`config.mk`:
```
export PLATFORM = sky130hd
export DESIGN_NAME = ram_fifo_ctrl_flat
export DESIGN_NICKNAME = d
export VERILOG_FILES = /design/src/rtl/ram_fifo_ctrl_if.sv /design/src/rtl/ram_fifo_ctrl.sv /design/src/flat_wrapper.sv
export SDC_FILE = /design/constraint.sdc
export NUM_CORES = 1
export LEC_CHECK = 0
export ABC_CLOCK_PERIOD_IN_PS = 3200
export CORE_MARGIN = 8
export CORE_UTILIZATION = 46
export DETAILED_ROUTE_END_ITERATION = 12
export PLACE_DENSITY = 0.76
export SLEW_MARGIN = 10
export SYNTH_ARGS = -nofsm -noshare
export SYNTH_HDL_FRONTEND = slang
export SYNTH_SLANG_ARGS = --single-unit
```
`constraint.sdc`:
```
create_clock -name in_clk -period 3.2 [get_ports in_clk]
set_clock_uncertainty 0.1 [all_clocks]
set_input_delay 0.64 -clock in_clk [delete_from_list [all_inputs] [get_ports in_clk]]
set_output_delay 0.64 -clock in_clk [all_outputs]
set_load 0.1 [all_outputs]
```
`src/rtl/ram_fifo_ctrl_if.sv`:
```
// Bundle of the FIFO controller's handshake and RAM-port signals.
//   in_push/in_data/out_full/out_overflow   : upstream push side
//   out_valid/out_data/in_pop/out_underflow : downstream FWFT pop side
//   out_level                               : total words held
//   out_ram_*/in_ram_data_b                 : connection to the dual-port RAM
// Modport slave is used by the controller; master by whatever drives it.
interface ram_fifo_ctrl_if #(
  parameter int unsigned RAM_ADDR_WIDTH = 8,
  parameter int unsigned RAM_DATA_WIDTH = 8
);
  logic                      in_push;
  logic [RAM_DATA_WIDTH-1:0] in_data;
  logic                      out_full;
  logic                      out_overflow;
  logic                      out_valid;
  logic [RAM_DATA_WIDTH-1:0] out_data;
  logic                      in_pop;
  logic                      out_underflow;
  logic [RAM_ADDR_WIDTH+1:0] out_level;
  logic [RAM_ADDR_WIDTH-1:0] out_ram_addr_a;
  logic [RAM_DATA_WIDTH-1:0] out_ram_data_a;
  logic                      out_ram_wr_a;
  logic [RAM_ADDR_WIDTH-1:0] out_ram_addr_b;
  logic                      out_ram_wr_b;
  logic [RAM_DATA_WIDTH-1:0] in_ram_data_b;

  modport slave (
    input  in_push, in_data, in_pop, in_ram_data_b,
    output out_full, out_overflow, out_valid, out_data, out_underflow, out_level,
           out_ram_addr_a, out_ram_data_a, out_ram_wr_a, out_ram_addr_b, out_ram_wr_b
  );

  modport master (
    output in_push, in_data, in_pop, in_ram_data_b,
    input  out_full, out_overflow, out_valid, out_data, out_underflow, out_level,
           out_ram_addr_a, out_ram_data_a, out_ram_wr_a, out_ram_addr_b, out_ram_wr_b
  );
endinterface

```
`src/rtl/ram_fifo_ctrl.sv`:
```
// FIFO controller using an external dual-port RAM as storage (port A writes,
// port B reads with one cycle of registered latency). A head/skid output
// buffer hides the read latency and gives a first-word-fall-through interface
// that sustains one word per cycle.
// Ports:
//   in_clk, in_rst : clock, asynchronous active-high reset
//   bus            : ram_fifo_ctrl_if.slave (push/pop handshakes, level, RAM ports)
module ram_fifo_ctrl #(
  parameter int unsigned RAM_ADDR_WIDTH = 8,
  parameter int unsigned RAM_DATA_WIDTH = 8
) (
  input logic            in_clk,
  input logic            in_rst,
  ram_fifo_ctrl_if.slave bus
);
  localparam int unsigned LevelW = RAM_ADDR_WIDTH + 2;
  localparam int unsigned CountW = RAM_ADDR_WIDTH + 1;
  localparam logic [RAM_ADDR_WIDTH:0] Depth = {1'b1, {RAM_ADDR_WIDTH{1'b0}}};

  logic [RAM_ADDR_WIDTH-1:0] wr_ptr_q, wr_ptr_d;
  logic [RAM_ADDR_WIDTH-1:0] rd_ptr_q, rd_ptr_d;
  logic [RAM_ADDR_WIDTH:0]   ram_count_q, ram_count_d;
  logic [LevelW-1:0]         level_q, level_d;
  logic                      inflight_q, inflight_d;
  logic                      head_v_q, head_v_d;
  logic                      skid_v_q, skid_v_d;
  logic [RAM_DATA_WIDTH-1:0] head_q, head_d;
  logic [RAM_DATA_WIDTH-1:0] skid_q, skid_d;
  logic                      overflow_q, overflow_d;
  logic                      underflow_q, underflow_d;

  logic       full;
  logic       push_acc;
  logic       pop_acc;
  logic       issue;
  logic [1:0] held;

  assign full     = (ram_count_q == Depth);
  assign push_acc = bus.in_push & ~full;
  assign pop_acc  = bus.in_pop & head_v_q;

  // Words already past the RAM: output buffer plus the read in flight.
  assign held  = 2'(head_v_q) + 2'(skid_v_q) + 2'(inflight_q);
  // ram_count excludes this cycle's write, so port B never races port A.
  assign issue = (ram_count_q != '0) && ((held - 2'(pop_acc)) < 2'd2);

  always_comb begin
    wr_ptr_d    = wr_ptr_q;
    rd_ptr_d    = rd_ptr_q;
    ram_count_d = ram_count_q + CountW'(push_acc) - CountW'(issue);
    level_d     = level_q + LevelW'(push_acc) - LevelW'(pop_acc);
    inflight_d  = issue;
    head_v_d    = head_v_q;
    skid_v_d    = skid_v_q;
    head_d      = head_q;
    skid_d      = skid_q;
    overflow_d  = bus.in_push & full;
    underflow_d = bus.in_pop & ~head_v_q;

    if (push_acc) begin
      wr_ptr_d = wr_ptr_q + 1'b1;
    end
    if (issue) begin
      rd_ptr_d = rd_ptr_q + 1'b1;
    end

    if (pop_acc) begin
      if (skid_v_q) begin
        head_d = skid_q;
        if (inflight_q) begin
          skid_d = bus.in_ram_data_b;
        end else begin
          skid_v_d = 1'b0;
        end
      end else if (inflight_q) begin
        head_d = bus.in_ram_data_b;
      end else begin
        // Head data is kept; only the valid flag drops.
        head_v_d = 1'b0;
      end
    end else if (inflight_q) begin
      if (!head_v_q) begin
        head_d   = bus.in_ram_data_b;
        head_v_d = 1'b1;
      end else begin
        skid_d   = bus.in_ram_data_b;
        skid_v_d = 1'b1;
      end
    end
  end

  always_ff @(posedge in_clk or posedge in_rst) begin
    if (in_rst) begin
      wr_ptr_q    <= '0;
      rd_ptr_q    <= '0;
      ram_count_q <= '0;
      level_q     <= '0;
      inflight_q  <= 1'b0;
      head_v_q    <= 1'b0;
      skid_v_q    <= 1'b0;
      head_q      <= '0;
      skid_q      <= '0;
      overflow_q  <= 1'b0;
      underflow_q <= 1'b0;
    end else begin
      wr_ptr_q    <= wr_ptr_d;
      rd_ptr_q    <= rd_ptr_d;
      ram_count_q <= ram_count_d;
      level_q     <= level_d;
      inflight_q  <= inflight_d;
      head_v_q    <= head_v_d;
      skid_v_q    <= skid_v_d;
      head_q      <= head_d;
      skid_q      <= skid_d;
      overflow_q  <= overflow_d;
      underflow_q <= underflow_d;
    end
  end

  assign bus.out_full       = full;
  assign bus.out_overflow   = overflow_q;
  assign bus.out_underflow  = underflow_q;
  assign bus.out_valid      = head_v_q;
  assign bus.out_data       = head_q;
  assign bus.out_level      = level_q;
  assign bus.out_ram_addr_a = wr_ptr_q;
  assign bus.out_ram_data_a = bus.in_data;
  assign bus.out_ram_wr_a   = push_acc & ~in_rst;
  assign bus.out_ram_addr_b = rd_ptr_q;
  assign bus.out_ram_wr_b   = 1'b0;
endmodule

```
`src/flat_wrapper.sv`:
```
// flat-port wrapper written by rule: the top's interface ports become plain ports
module ram_fifo_ctrl_flat 
#(
  parameter int unsigned RAM_ADDR_WIDTH = 8,
  parameter int unsigned RAM_DATA_WIDTH = 8
)
  (in_clk, in_rst, bus_in_push, bus_in_data, bus_in_pop, bus_in_ram_data_b, bus_out_full, bus_out_overflow, bus_out_valid, bus_out_data, bus_out_underflow, bus_out_level, bus_out_ram_addr_a, bus_out_ram_data_a, bus_out_ram_wr_a, bus_out_ram_addr_b, bus_out_ram_wr_b);
  ram_fifo_ctrl_if #(.RAM_ADDR_WIDTH(RAM_ADDR_WIDTH), .RAM_DATA_WIDTH(RAM_DATA_WIDTH)) bus_i ();
  input logic in_clk;
  input logic in_rst;
  input wire logic [$bits(bus_i.in_push)-1:0] bus_in_push;
  input wire logic [$bits(bus_i.in_data)-1:0] bus_in_data;
  input wire logic [$bits(bus_i.in_pop)-1:0] bus_in_pop;
  input wire logic [$bits(bus_i.in_ram_data_b)-1:0] bus_in_ram_data_b;
  output wire logic [$bits(bus_i.out_full)-1:0] bus_out_full;
  output wire logic [$bits(bus_i.out_overflow)-1:0] bus_out_overflow;
  output wire logic [$bits(bus_i.out_valid)-1:0] bus_out_valid;
  output wire logic [$bits(bus_i.out_data)-1:0] bus_out_data;
  output wire logic [$bits(bus_i.out_underflow)-1:0] bus_out_underflow;
  output wire logic [$bits(bus_i.out_level)-1:0] bus_out_level;
  output wire logic [$bits(bus_i.out_ram_addr_a)-1:0] bus_out_ram_addr_a;
  output wire logic [$bits(bus_i.out_ram_data_a)-1:0] bus_out_ram_data_a;
  output wire logic [$bits(bus_i.out_ram_wr_a)-1:0] bus_out_ram_wr_a;
  output wire logic [$bits(bus_i.out_ram_addr_b)-1:0] bus_out_ram_addr_b;
  output wire logic [$bits(bus_i.out_ram_wr_b)-1:0] bus_out_ram_wr_b;
  assign bus_i.in_push = bus_in_push;
  assign bus_i.in_data = bus_in_data;
  assign bus_i.in_pop = bus_in_pop;
  assign bus_i.in_ram_data_b = bus_in_ram_data_b;
  assign bus_out_full = bus_i.out_full;
  assign bus_out_overflow = bus_i.out_overflow;
  assign bus_out_valid = bus_i.out_valid;
  assign bus_out_data = bus_i.out_data;
  assign bus_out_underflow = bus_i.out_underflow;
  assign bus_out_level = bus_i.out_level;
  assign bus_out_ram_addr_a = bus_i.out_ram_addr_a;
  assign bus_out_ram_data_a = bus_i.out_ram_data_a;
  assign bus_out_ram_wr_a = bus_i.out_ram_wr_a;
  assign bus_out_ram_addr_b = bus_i.out_ram_addr_b;
  assign bus_out_ram_wr_b = bus_i.out_ram_wr_b;
  ram_fifo_ctrl #(.RAM_ADDR_WIDTH(RAM_ADDR_WIDTH), .RAM_DATA_WIDTH(RAM_DATA_WIDTH)) u_core (.in_clk(in_clk), .in_rst(in_rst), .bus(bus_i));
endmodule
```
==> flow_metrics.py <==
metrics = {
    "outcome": {
        "run_status": "finished, final reports clean",
    },
    "setup_path": {
        "crit_path_end_kind": "flip-flop",
        "worstPathArrival_ps": 3200,
        "path_buf_inv": 2,
        "crit_fanout": 2,
        "critical_path.top_delay_family": "adder cells",
        "worst_path_largest_cell_delay_ps": 370,
        "cp-start-kind": "input pin",
        "path_cells": "clkbuf_2 -> nand2_2 -> ha_4 -> ha_4 -> a21oi_4 -> xnor2_4 -> nor2_4 -> ha_1 -> inv_1 -> ha_2 -> fa_2 -> a21oi_2 -> o2111a_1 -> o2bb2ai_2 -> xnor2_1",
        "worst_path_most_repeated_cell": "ha_4",
        "crit_type": "input pin to flip-flop",
        "crit_required_ps": 3340,
        "slowest_stage": "fa_2",
    },
    "clock_network": {
        "htree_levels": 2,
        "clkLatencyLatePin_ps": 310,
        "cts_root_buf": "clkbuf_8",
        "clk_pin_slew_worst_paths_ps": 100,
        "numCtsBuffers": 5,
        "clock_path_buffers": 2,
        "tritoncts": "done",
        "cts_hold_buf": 0,
        "clkSinkCount": 56,
    },
    "place": {
        "numPortBuffers": 50,
        "dpl.cell_count": 421,
        "gp_congestion": 0.7969,
        "dp_hpwl_microns": 4649,
    },
    "detailed_routing": {
        "drt_iter0_drc": 52,
        "routed_wl_microns": 6093,
        "via_per_inst": 5.132,
        "firstDrtPassIters": 4,
        "avgRoutedWirePerCell_microns": 14.10,
        "vias": 2217,
        "drcViolationCount": 0,
        "drtAntennaViolNets": 0,
    },
    "timing": {
        "report.final.slew_viol_count": 0,
        "timing.final.crit_share": 0.9548,
        "worstMarginPinSlew_ps": 474.2,
        "max_clock_freq_mhz": 327.3,
        "setup_viol": 0,
        "rsz0062_at_grt": "false",
        "hold-worst-slack_ps": 376.9,
        "hold_viol_final": 0,
        "fin_crit_ps": 3055,
        "slew_headroom": 0.6757,
    },
    "logic_synthesis": {
        "syn_area_sq_um": 3144,
        "yosysTopAreaCell": "dfrtp_1",
        "synth-main-ff-cell": "dfrtp_1",
        "syn_inst": 287,
        "synth_area_per_cell_sq_um": 10.96,
        "synth.distinct_cells": 46,
        "synth_edf_count": 0,
        "synth.area.top_cells": "dfrtp_1 (45%), ha_1 (11%), xnor2_1 (4.7%), xor2_1 (3.6%), mux2_2 (3.6%)",
        "syn_nets": 337,
        "yosys_warnings": 0,
        "synth-async-reset-ratio": 1.000,
        "synth_seq_cells": 56,
        "synth_top_area_share": 0.4457,
        "seq_area_frac_synth": 0.4457,
    },
    "cells_and_area": {
        "stdcell_count": 432,
        "nets": 401,
        "n_antenna_cell": 0,
        "drive_gt1_frac": 0.2727,
        "post-route-util": 0.5819,
        "final_cell_mix": "buf_4 (55), dfrtp_1 (55), inv_1 (28)",
        "syn_to_final_growth_pct": 24.35,
    },
    "floorplanning": {
        "die-area_sq_um": 9737,
        "start_util": 0.4680,
        "rows": 30,
        "dieWidth_microns": 98.68,
        "ios": 68,
        "die_y_microns": 98.68,
        "coreArea_sq_um": 6719,
    },
    "global_route": {
        "grt_pass1_wl_microns": 10450,
        "grt_pass1_vias": 2325,
        "track_usage": 0.1290,
        "antenna_found_initial": 0,
        "grt_start_max_net_pins": 28,
        "grt_overflow": 0,
    },
    "job": {
        "cap_viol_max_count": 0,
    },
    "hold_path": {
        "hold_class": "flip-flop to flip-flop",
    },
}
[routing by layer]
metal,up-vias,part of all wire,track usage,wire (microns)
li1,1091,-,-,-
met1,1084,0.43,0.1493,2612
met2,37,0.51,0.2250,3109
met3,5,0.051,0.03946,311
met4,0,0.0097,0.03424,59
met5,-,0,0,0
[cell usage after synthesis, types with 4 or more instances]
library cell and n:
nand3_1 5, inv_1 29, buf_4 10, and3_1 6
xnor2_1 17, nor2_1 21, ha_1 28, mux2_2 10
nand4_1 4, mux2i_1 8, nor3_1 4, a21oi_1 16
xor2_1 13, nand2_1 12, dfrtp_1 56
[repair_timing]
item                                    4_1_cts  5_1_grt
setup buffers                                 2        1
pin swaps                                     4        4
resized for setup                             2        1
endpoints found under the setup margin        5        4
cloned                                        0        0
[through the flow]
stage / area, sq um / setup TNS (ps) / worst slack (ps)
after floorplan: 3224 / -655.9 / -267.3
after global placement: 3785 / -2734 / -572.5
after detailed placement: 3785 / -3166 / -592.0
after CTS: 3908 / 0 / 3.942
after global routing: 3910 / 0 / 21.97
final: 3910 / 0 / 144.5
[cell type report]
type | instances | area (sq um)
Clock buffer | 6 | 72.57
Clock inverter | 2 | 35.03
Fill cell | 581 | 2809
Inverter | 29 | 108.9
Multi-Input combinational cell | 191 | 1633
Sequential cell | 56 | 1403
Tap cell | 80 | 100.1
Timing Repair Buffer | 68 | 558.0
[cells by family after synthesis]
family / synth area share
AOI/OAI and AO/OA: 0.08157
xor gates and xnor gates: 0.08874
adders and majority gates: 0.1242
buffers and inverters: 0.06008
DFF: 0.4457
muxes: 0.06128
other: 0.001193
and+or+nand+nor: 0.1373
[state kept, by name (all words and copies together) (netlist names), 8 cells and up]
register,count
u_core.bus.out_level,10
u_core.skid_q,8
u_core.bus.out_ram_addr_a,8
u_core.ram_count_q,9
u_core.bus.out_ram_addr_b,8
u_core.bus.out_data,8
[final timing paths]
| path | slack, ps | end | start | depth (start not counted) |
|---|---|---|---|---|
| worst max-delay path | 140 | u_core.ram_count_q[8]$_DFF_PP0_ | bus_in_pop | 15 |
| worst min-delay path | 380 | u_core.bus.out_ram_addr_a[7]$_DFFE_PP0N_ | u_core.bus.out_ram_addr_a[7]$_DFFE_PP0N_ | 1 |
| worst max register to register | 150 | u_core.ram_count_q[8]$_DFF_PP0_ | u_core.inflight_q$_DFF_PP0_ | 14 |
| worst min register to register | 380 | u_core.bus.out_ram_addr_a[7]$_DFFE_PP0N_ | u_core.bus.out_ram_addr_a[7]$_DFFE_PP0N_ | 1 |
| max in group asynchronous | 1850 | u_core.bus.out_valid$_DFFE_PP0P_ | in_rst | 3 |
| min in group asynchronous | 610 | u_core.bus.out_ram_addr_a[0]$_DFFE_PP0N_ | in_rst | 2 |
Power is not shown: default switching activity piles up to over one toggle a cycle in this logic, so the estimate is an artifact.
